[config.mk]
export PLATFORM = sky130hd
export DESIGN_NAME = pipeline_tracker
export DESIGN_NICKNAME = d
export VERILOG_FILES = /design/src/rtl/pipe_pkg.sv /design/src/rtl/pipe_slot_reg.sv /design/src/rtl/pipeline_tracker.sv
export SDC_FILE = /design/constraint.sdc
export NUM_CORES = 1
export LEC_CHECK = 0
export ABC_AREA = 1
export CAP_MARGIN = 5
export CORE_MARGIN = 2
export CORE_UTILIZATION = 39
export DETAILED_ROUTE_END_ITERATION = 16
export PLACE_DENSITY = 0.82
export SLEW_MARGIN = 20
export SYNTH_ARGS = -nofsm -noshare
export SYNTH_HDL_FRONTEND = slang
export SYNTH_SLANG_ARGS = --single-unit
[constraint.sdc]
create_clock -name clk -period 1 [get_ports clk]
set_input_delay 0.3 -clock clk [delete_from_list [all_inputs] [get_ports clk]]
set_output_delay 0.3 -clock clk [all_outputs]
set_load 0.005 [all_outputs]
[src/rtl/pipe_pkg.sv]
// Shared types for the pipeline tracker: the instruction slot record and its bubble value.
package pipe_pkg;

    localparam int XLEN_DEFAULT   = 32;
    localparam int REG_AW_DEFAULT = 5;

    typedef struct packed {
        logic                      valid;
        logic [XLEN_DEFAULT-1:0]   instr;
        logic [XLEN_DEFAULT-1:0]   pc;
        logic [REG_AW_DEFAULT-1:0] rd;
        logic                      rd_used;
        logic                      mem_used;
    } slot_t;

    localparam slot_t BUBBLE = '0;

endpackage

[src/rtl/pipe_slot_reg.sv]
// One pipeline slot register: flush beats enable, enable selects load vs hold, nop loads a bubble.
module pipe_slot_reg
    import pipe_pkg::*;
(
    input  logic  clk,
    input  logic  rst_n,
    input  logic  ena,
    input  logic  nop,
    input  logic  flush,
    input  slot_t d,
    output slot_t q
);

    always_ff @(posedge clk or negedge rst_n) begin
        if (!rst_n) begin
            q <= BUBBLE;
        end else if (flush) begin
            q <= BUBBLE;
        end else if (ena) begin
            q <= nop ? BUBBLE : d;
        end
    end

endmodule

[src/rtl/pipeline_tracker.sv]
// DEC/OP/EX/WB slot registers under hazard-unit control, with rd feedback for hazard detection.
// Optional performance counters are built when PIPE_PERF_CNT_EN is defined.
module pipeline_tracker #(
    parameter int XLEN   = pipe_pkg::XLEN_DEFAULT,
    parameter int REG_AW = pipe_pkg::REG_AW_DEFAULT,
    parameter int PCNT_W = 32
) (
    input  logic              clk,
    input  logic              rst_n,
    input  logic              fetch_valid,
    input  logic [XLEN-1:0]   fetch_instr,
    input  logic [XLEN-1:0]   fetch_pc,
    input  logic              fetch_ena,
    input  logic              dec_ena,
    input  logic              op_ena,
    input  logic              ex_ena,
    input  logic              wb_ena,
    input  logic              mem_ena,
    input  logic              fetch_nop,
    input  logic              dec_nop,
    input  logic              op_nop,
    input  logic              ex_nop,
    input  logic              wb_nop,
    input  logic              mem_nop,
    input  logic [REG_AW-1:0] dec_rd,
    input  logic              dec_rd_used,
    input  logic              dec_mem_used,
    input  logic              flush,
    output logic              dec_valid,
    output logic [XLEN-1:0]   dec_instr,
    output logic [XLEN-1:0]   dec_pc,
    output logic              fetch_hold,
    output logic [REG_AW-1:0] rd_op,
    output logic              rd_used_op,
    output logic [REG_AW-1:0] rd_ex,
    output logic              rd_used_ex,
    output logic              mem_req,
    output logic [REG_AW-1:0] wb_rd,
    output logic              wb_we,
    output logic [PCNT_W-1:0] stall_cnt,
    output logic [PCNT_W-1:0] bubble_cnt
);
    import pipe_pkg::*;

    slot_t fetch_slot, dec_slot, dec_fwd, op_slot, ex_slot, wb_slot;
    logic  unused_ok;

    always_comb begin
        fetch_slot       = BUBBLE;
        fetch_slot.valid = fetch_valid;
        fetch_slot.instr = fetch_instr;
        fetch_slot.pc    = fetch_pc;
    end

    // DEC has no decoded fields of its own; the combinational decoder supplies them on the way to OP.
    always_comb begin
        dec_fwd          = dec_slot;
        dec_fwd.rd       = dec_rd;
        dec_fwd.rd_used  = dec_rd_used;
        dec_fwd.mem_used = dec_mem_used;
    end

    pipe_slot_reg u_dec (.clk(clk), .rst_n(rst_n), .ena(dec_ena), .nop(fetch_nop),
                         .flush(flush), .d(fetch_slot), .q(dec_slot));
    pipe_slot_reg u_op  (.clk(clk), .rst_n(rst_n), .ena(op_ena),  .nop(dec_nop),
                         .flush(flush), .d(dec_fwd),    .q(op_slot));
    pipe_slot_reg u_ex  (.clk(clk), .rst_n(rst_n), .ena(ex_ena),  .nop(op_nop),
                         .flush(1'b0),  .d(op_slot),    .q(ex_slot));
    pipe_slot_reg u_wb  (.clk(clk), .rst_n(rst_n), .ena(wb_ena),  .nop(ex_nop),
                         .flush(1'b0),  .d(ex_slot),    .q(wb_slot));

    assign dec_valid  = dec_slot.valid;
    assign dec_instr  = dec_slot.instr;
    assign dec_pc     = dec_slot.pc;
    assign fetch_hold = ~fetch_ena;

    assign rd_op      = op_slot.rd;
    assign rd_used_op = op_slot.valid & op_slot.rd_used;
    assign rd_ex      = ex_slot.rd;
    assign rd_used_ex = ex_slot.valid & ex_slot.rd_used;
    assign mem_req    = ex_slot.valid & ex_slot.mem_used & mem_ena & ~mem_nop;

    // x0 writes are architecturally discarded, so they never reach the register file.
    assign wb_rd      = wb_slot.rd;
    assign wb_we      = wb_slot.valid & wb_slot.rd_used & (wb_slot.rd != '0);

    assign unused_ok  = ^{dec_slot.rd, dec_slot.rd_used, dec_slot.mem_used,
                          wb_slot.instr, wb_slot.pc, wb_slot.mem_used, wb_nop};

`ifdef PIPE_PERF_CNT_EN
    logic [PCNT_W-1:0] stall_q, bubble_q;
    logic              bubble_evt;

    assign bubble_evt = (dec_nop & op_ena) | (op_nop & ex_ena);

    always_ff @(posedge clk or negedge rst_n) begin
        if (!rst_n) begin
            stall_q  <= '0;
            bubble_q <= '0;
        end else begin
            if (!fetch_ena && (stall_q != '1)) begin
                stall_q <= stall_q + PCNT_W'(1);
            end
            if (bubble_evt && (bubble_q != '1)) begin
                bubble_q <= bubble_q + PCNT_W'(1);
            end
        end
    end

    assign stall_cnt  = stall_q;
    assign bubble_cnt = bubble_q;
`else
    assign stall_cnt  = '0;
    assign bubble_cnt = '0;
`endif

endmodule

==> impl_metrics.ini, run 1 <==
[logic_synthesis]
syn_area_sq_um = 4140
ys_ff_latch = 88
synth_cells = 470
seq_area_frac_synth_pct = 53.2
yosys_warnings = 0
synth.avg_cell_area_sq_um = 8.81
ys_types = 12

[cells_and_area]
layout-drive-gt1-share_pct = 26.2
diodes = 0
final_common_cell = nand2_1
layout_common_cells = 150 x nand2_1, 88 x dfrtp_1, 83 x nand3_1, 83 x buf_2, 80 x clkdlybuf4s50_1
areaGrowthSynthToFinish_pct = 46.5
final_nets = 774

[setup_path]
startpoint = u_ex.q[71]
worst_ep_arrival_time_ns = 1.12
critPathMaxFanout = 2
timing.rr.start = u_op.q[2]
critPathKind = register to output pin
critPathRequiredTime_ns = 0.70
end_kind = output pin
crit_path_start_kind = register

[drt]
firstDrtPassIters = 4
routedWlPerCell_um = 13.7
drc = 0
vias_per_cell = 4.47
vias = 3692
ant_nets = 0
totalWireLength_mm = 11.3
drt-initial-drc-count = 232

[grt]
grt_max_degree = 66
overflow = 0
grt_pass1_vias = 3523
antenna_found_initial = 0
gr-usage-all-layers_pct = 19.3
grt_pass1_wl_mm = 17.3

[placement]
place_hpwl_mm = 7.64
place_ws_ns = -0.767
routabilityCongestion = 0.775
port_buffers = 170

[cts]
clkLatencyLatePin_ns = 0.36
numCtsBuffers = 9
root_buffer = clkbuf_8
htreeDepth = 3
cts_buffer_depth = 2
clk_pin_slew_ns = 0.08
cts_tree = done
clkSinkCount = 88

[floorplan]
fp.dieH_um = 107
core_area_sq_um = 10300
start_util_pct = 40.1
die_area_sq_um = 11500
fp.dieW_um = 107
rows = 37
num_io_pins = 236

[pwr]
power_leakage_nw = 3.49
ir_worst_vdd_v = 0.000609
p_per_area_nw_per_um2 = 1280

[job]
max-cap-violations = 0

[hold_path]
hp-start = flush
hold_class = input pin to register

[outcome]
violations = setup timing
run_status = finished, violations left

[timing]
drv_slew = 0
max_freq_mhz = 703
hold_viol = 0
finalSetupTns_ns = -16.15
finalSetupViolCount = 84
layout_min_cycle_time_ns = 1.42
rsz0062_at_grt = true
period_share_pct = 142
clock_skew_ns = 0.00515
setup_ws_ns = -0.423
==> synth_stat cells, drive strengths merged <==
cell	n	area (sq um)
nand2	151	567
o22ai	7	43.8
inv	22	82.6
clkbuf	1	3.75
conb	1	3.75
nor2	7	26.3
o21ai	8	40.0
buf	102	757
nand3	83	415
dfrtp	88	2200
==> routing by layer <==
layer  GRT usage [%]  up-vias  part of all wire (%)
li1                -     1771                     -
met5               0        -                     0
met4            7.42        0                   1.9
met2            32.7      164                    52
met3            4.80       16                   7.4
met1            23.7     1741                    39
==> worst max-delay path, cell delays in order (launching register included) <==
cell     delay, ns
dfrtp_1       0.36
buf_4         0.12
nand3_1       0.06
nor2_1        0.10
buf_2         0.13
==> stage by stage <==
step / instance area [sq um] / power [mW] / cells / utilization (%) / hold slack [ns]
final: 6070 / 7.78 / 826 / 58.8 / 0.383
after global routing: 6070 / 8.09 / 826 / 58.8 / 0.392
after CTS: 5920 / 7.79 / 805 / 57.3 / 0.418
after detailed placement: 5800 / 4.95 / 766 / 56.2 / 0.313
after global placement: 5800 / 4.92 / 766 / 56.2 / 0.302
after floorplan: 4380 / 4.36 / 533 / - / 0.00441
==> final timing paths <==
| path | end | slack [ns] | cells past startpoint |
|---|---|---|---|
| worst max-delay path | mem_req | -0.42 | 4 |
| worst min-delay path | u_op.q[0] | 0.38 | 4 |
| worst max register to register | u_ex.q[2] | 0.10 | 4 |
| worst min register to register | u_dec.q[31] | 0.48 | 2 |
| max in group asynchronous | u_dec.q[29] | 0.30 | 3 |
| min in group asynchronous | u_dec.q[34] | 0.47 | 3 |
==> power breakdown <==
group	internal (mW)	switching [mW]	total, mW	leakage, nW
Combinational	0.643	0.541	1.18	2.17
Sequential	3.68	0.0648	3.74	1.20
Clock	1.63	1.22	2.85	0.112
Total	5.95	1.83	7.78	3.49
==> cell families after synthesis <==
group	Yosys count	share of synthesized area, %
buffers and inverters	125	20.4
other	1	0.0905
flip-flops	88	53.2
AND/OR/NAND/NOR	241	24.4
AO/OA/AOI/OAI	15	2.02
==> flip-flops by register name, indices dropped and copies added (netlist names) <==
| register | flops |
|---|---|
| u_ex.q | 8 |
| u_op.q | 8 |
| u_dec.q | 65 |
| u_wb.q | 7 |
==> layout make-up <==
type                            count  area, sq um
Clock buffer                       10          128
Clock inverter                      4         95.1
Fill cell                         905         4260
Inverter                           22         82.6
Multi-Input combinational cell    320         1370
Sequential cell                    88         2200
Tap cell                          136          170
Timing Repair Buffer              246         2020
==> what timing repair did <==
action | 4_1_cts | 5_1_grt
setup endpoints to repair | 158 | 114
hold buffers | 1 | 0
pin swaps | 8 | 7
gates resized for setup | 358 | 4
gates cloned | 3 | 0
buffers inserted | 21 | 21
hold endpoints to repair | 88 | 0
Note: power is estimated with default switching activity, not from simulation.
==> inputs of run 2 (changes only) <==
- CTS_CLUSTER_SIZE: unset -> 28
- SKIP_LAST_GASP: unset -> 1
==> results of run 2 <==
Final layout, timing and power as in run 1 (identical DEF).
==> inputs of run 3 (changes only) <==
- RECOVER_POWER: unset -> 100
- SKIP_LAST_GASP: 1 -> unset
==> run 3 against run 2 <==
Against the previous run: cell area shrank 1.6%; clock-buffer cell count is the same; the run still ends with setup timing left; die area is the same; combinational power shrank 4%; largest cell class unchanged; wire length grew 0.41%; global-route usage is the same.
==> impl_metrics.ini, run 3 (same netlist as run 1, synthesis figures left out) <==
[outcome]
run_status = finished, violations left
violations = setup timing

[timing]
finalSetupTns_ns = -16.31
finalSetupViolCount = 84
rsz0062_at_grt = true
max_freq_mhz = 702
period_share_pct = 142
layout_min_cycle_time_ns = 1.42
drv_slew = 0
hold_viol = 0
clock_skew_ns = 0.00465
setup_ws_ns = -0.424

[placement]
place_hpwl_mm = 7.64
port_buffers = 170
routabilityCongestion = 0.775
placed_cell_area_sq_um = 5800
place_inst = 766
place_ws_ns = -0.767

[cts]
cts_tree = done
clk_pin_slew_ns = 0.08
cts_buffer_depth = 2
clkLatencyLatePin_ns = 0.36
htreeDepth = 3
clkSinkCount = 88
numCtsBuffers = 9
root_buffer = clkbuf_8

[pwr]
ir_worst_vdd_v = 0.000583
power_leakage_nw = 3.44
p_per_area_nw_per_um2 = 1290

[setup_path]
r2r_cells = 4
critPathRequiredTime_ns = 0.70
end_kind = output pin
critPathMaxFanout = 2
crit_path_start_kind = register
critPathKind = register to output pin
worst_ep_arrival_time_ns = 1.12

[grt]
antenna_found_initial = 0
gr-usage-all-layers_pct = 19.3
grt_pass1_wl_mm = 17.3
grt_pass1_vias = 3523
overflow = 0
grt_max_degree = 66

[cells_and_area]
reg.largest.list = u_dec.q x65, u_ex.q x8, u_op.q x8
multiInputGateArea_sq_um = 1360
register_area_sq_um = 2200
layout_common_cells = 150 x nand2_1, 88 x dfrtp_1, 84 x buf_2, 83 x nand3_1, 78 x clkdlybuf4s50_1
final_nets = 774
stdcell_count = 826
areaGrowthSynthToFinish_pct = 44.1
diodes = 0
top_register = u_dec.q
num-fill-cells = 918
final_common_cell = nand2_1
finalInstanceArea_sq_um = 5970
layout-drive-gt1-share_pct = 25.8
largest_reg_flops = 65

[drt]
firstDrtPassIters = 4
drt-initial-drc-count = 256
totalWireLength_mm = 11.4
vias = 3685
vias_per_cell = 4.46
drc = 0
routedWlPerCell_um = 13.8
ant_nets = 0

[floorplan]
num_io_pins = 236
start_util_pct = 40.1
core_area_sq_um = 10300
fp.dieW_um = 107
rows = 37
die_area_sq_um = 11500
fp.dieH_um = 107

[hold_path]
whs_path_depth = 4
hold_class = input pin to register

[job]
max-cap-violations = 0
==> run 3: cell types whose count changed in the layout (fill, tap and decap cells not counted), sizes merged <==
cell           delta
buf               -6
dlygate4sd3       +2
clkdlybuf4s50     -2
bufbuf            -1
clkbuf            +7
==> run 3: report_power, final <==
part | switching, mW | leakage, nW | internal (mW) | total (mW)
logic | 0.535 | 2.13 | 0.595 | 1.13
registers | 0.0648 | 1.20 | 3.68 | 3.74
clock network | 1.22 | 0.112 | 1.63 | 2.85
total | 1.82 | 3.44 | 5.90 | 7.73
==> run 3: worst paths after layout <==
kind	startpoint	slack, ns	end
max in group asynchronous	rst_n	0.11	u_dec.q[29]
hold reg to reg	u_dec.q[30]	0.48	u_dec.q[30]
min in group asynchronous	rst_n	0.57	u_dec.q[34]
hold / removal	flush	0.36	u_op.q[0]
setup / recovery	u_ex.q[71]	-0.42	mem_req
setup reg to reg	u_op.q[2]	0.10	u_ex.q[2]
==> run 3: stage by stage <==
step / power (mW) / util, % / hold WS (ns)
after floorplan: 4.36 / - / 0.00441
after global placement: 4.92 / 56.2 / 0.302
after detailed placement: 4.95 / 56.2 / 0.313
after CTS: 7.79 / 57.3 / 0.418
after global routing: 8.04 / 57.8 / 0.373
final: 7.73 / 57.8 / 0.364
==> run 3: final cells by class <==
type	count	area share, %
Inverter	22	1.38
Clock buffer	10	2.14
Multi-Input combinational cell	320	22.8
Timing Repair Buffer	246	32.3
Sequential cell	88	36.9
Clock inverter	4	1.59
Tap cell	136	2.85
==> run 3: repair_timing <==
action / CTS / global route
gates resized for setup: 358 / 4
setup buffers: 21 / 21
pin swaps: 8 / 7
setup endpoints to repair: 158 / 114
hold buffers: 1 / 0
cloned: 3 / 0
hold endpoints to repair: 88 / 0
==> run 3: worst max-delay path, stage by stage (launching register included) <==
cell,delay (ns)
dfrtp_1,0.36
buf_4,0.12
nand3_1,0.06
nor2_1,0.10
buf_2,0.13
==> run 3: layer usage <==
| metal | global-route usage [%] | wire length [um] |
|---|---|---|
| met1 | 23.7 | 4490 |
| met2 | 32.7 | 5880 |
| met3 | 4.80 | 805 |
| met4 | 7.42 | 207 |
| met5 | 0 | 0 |
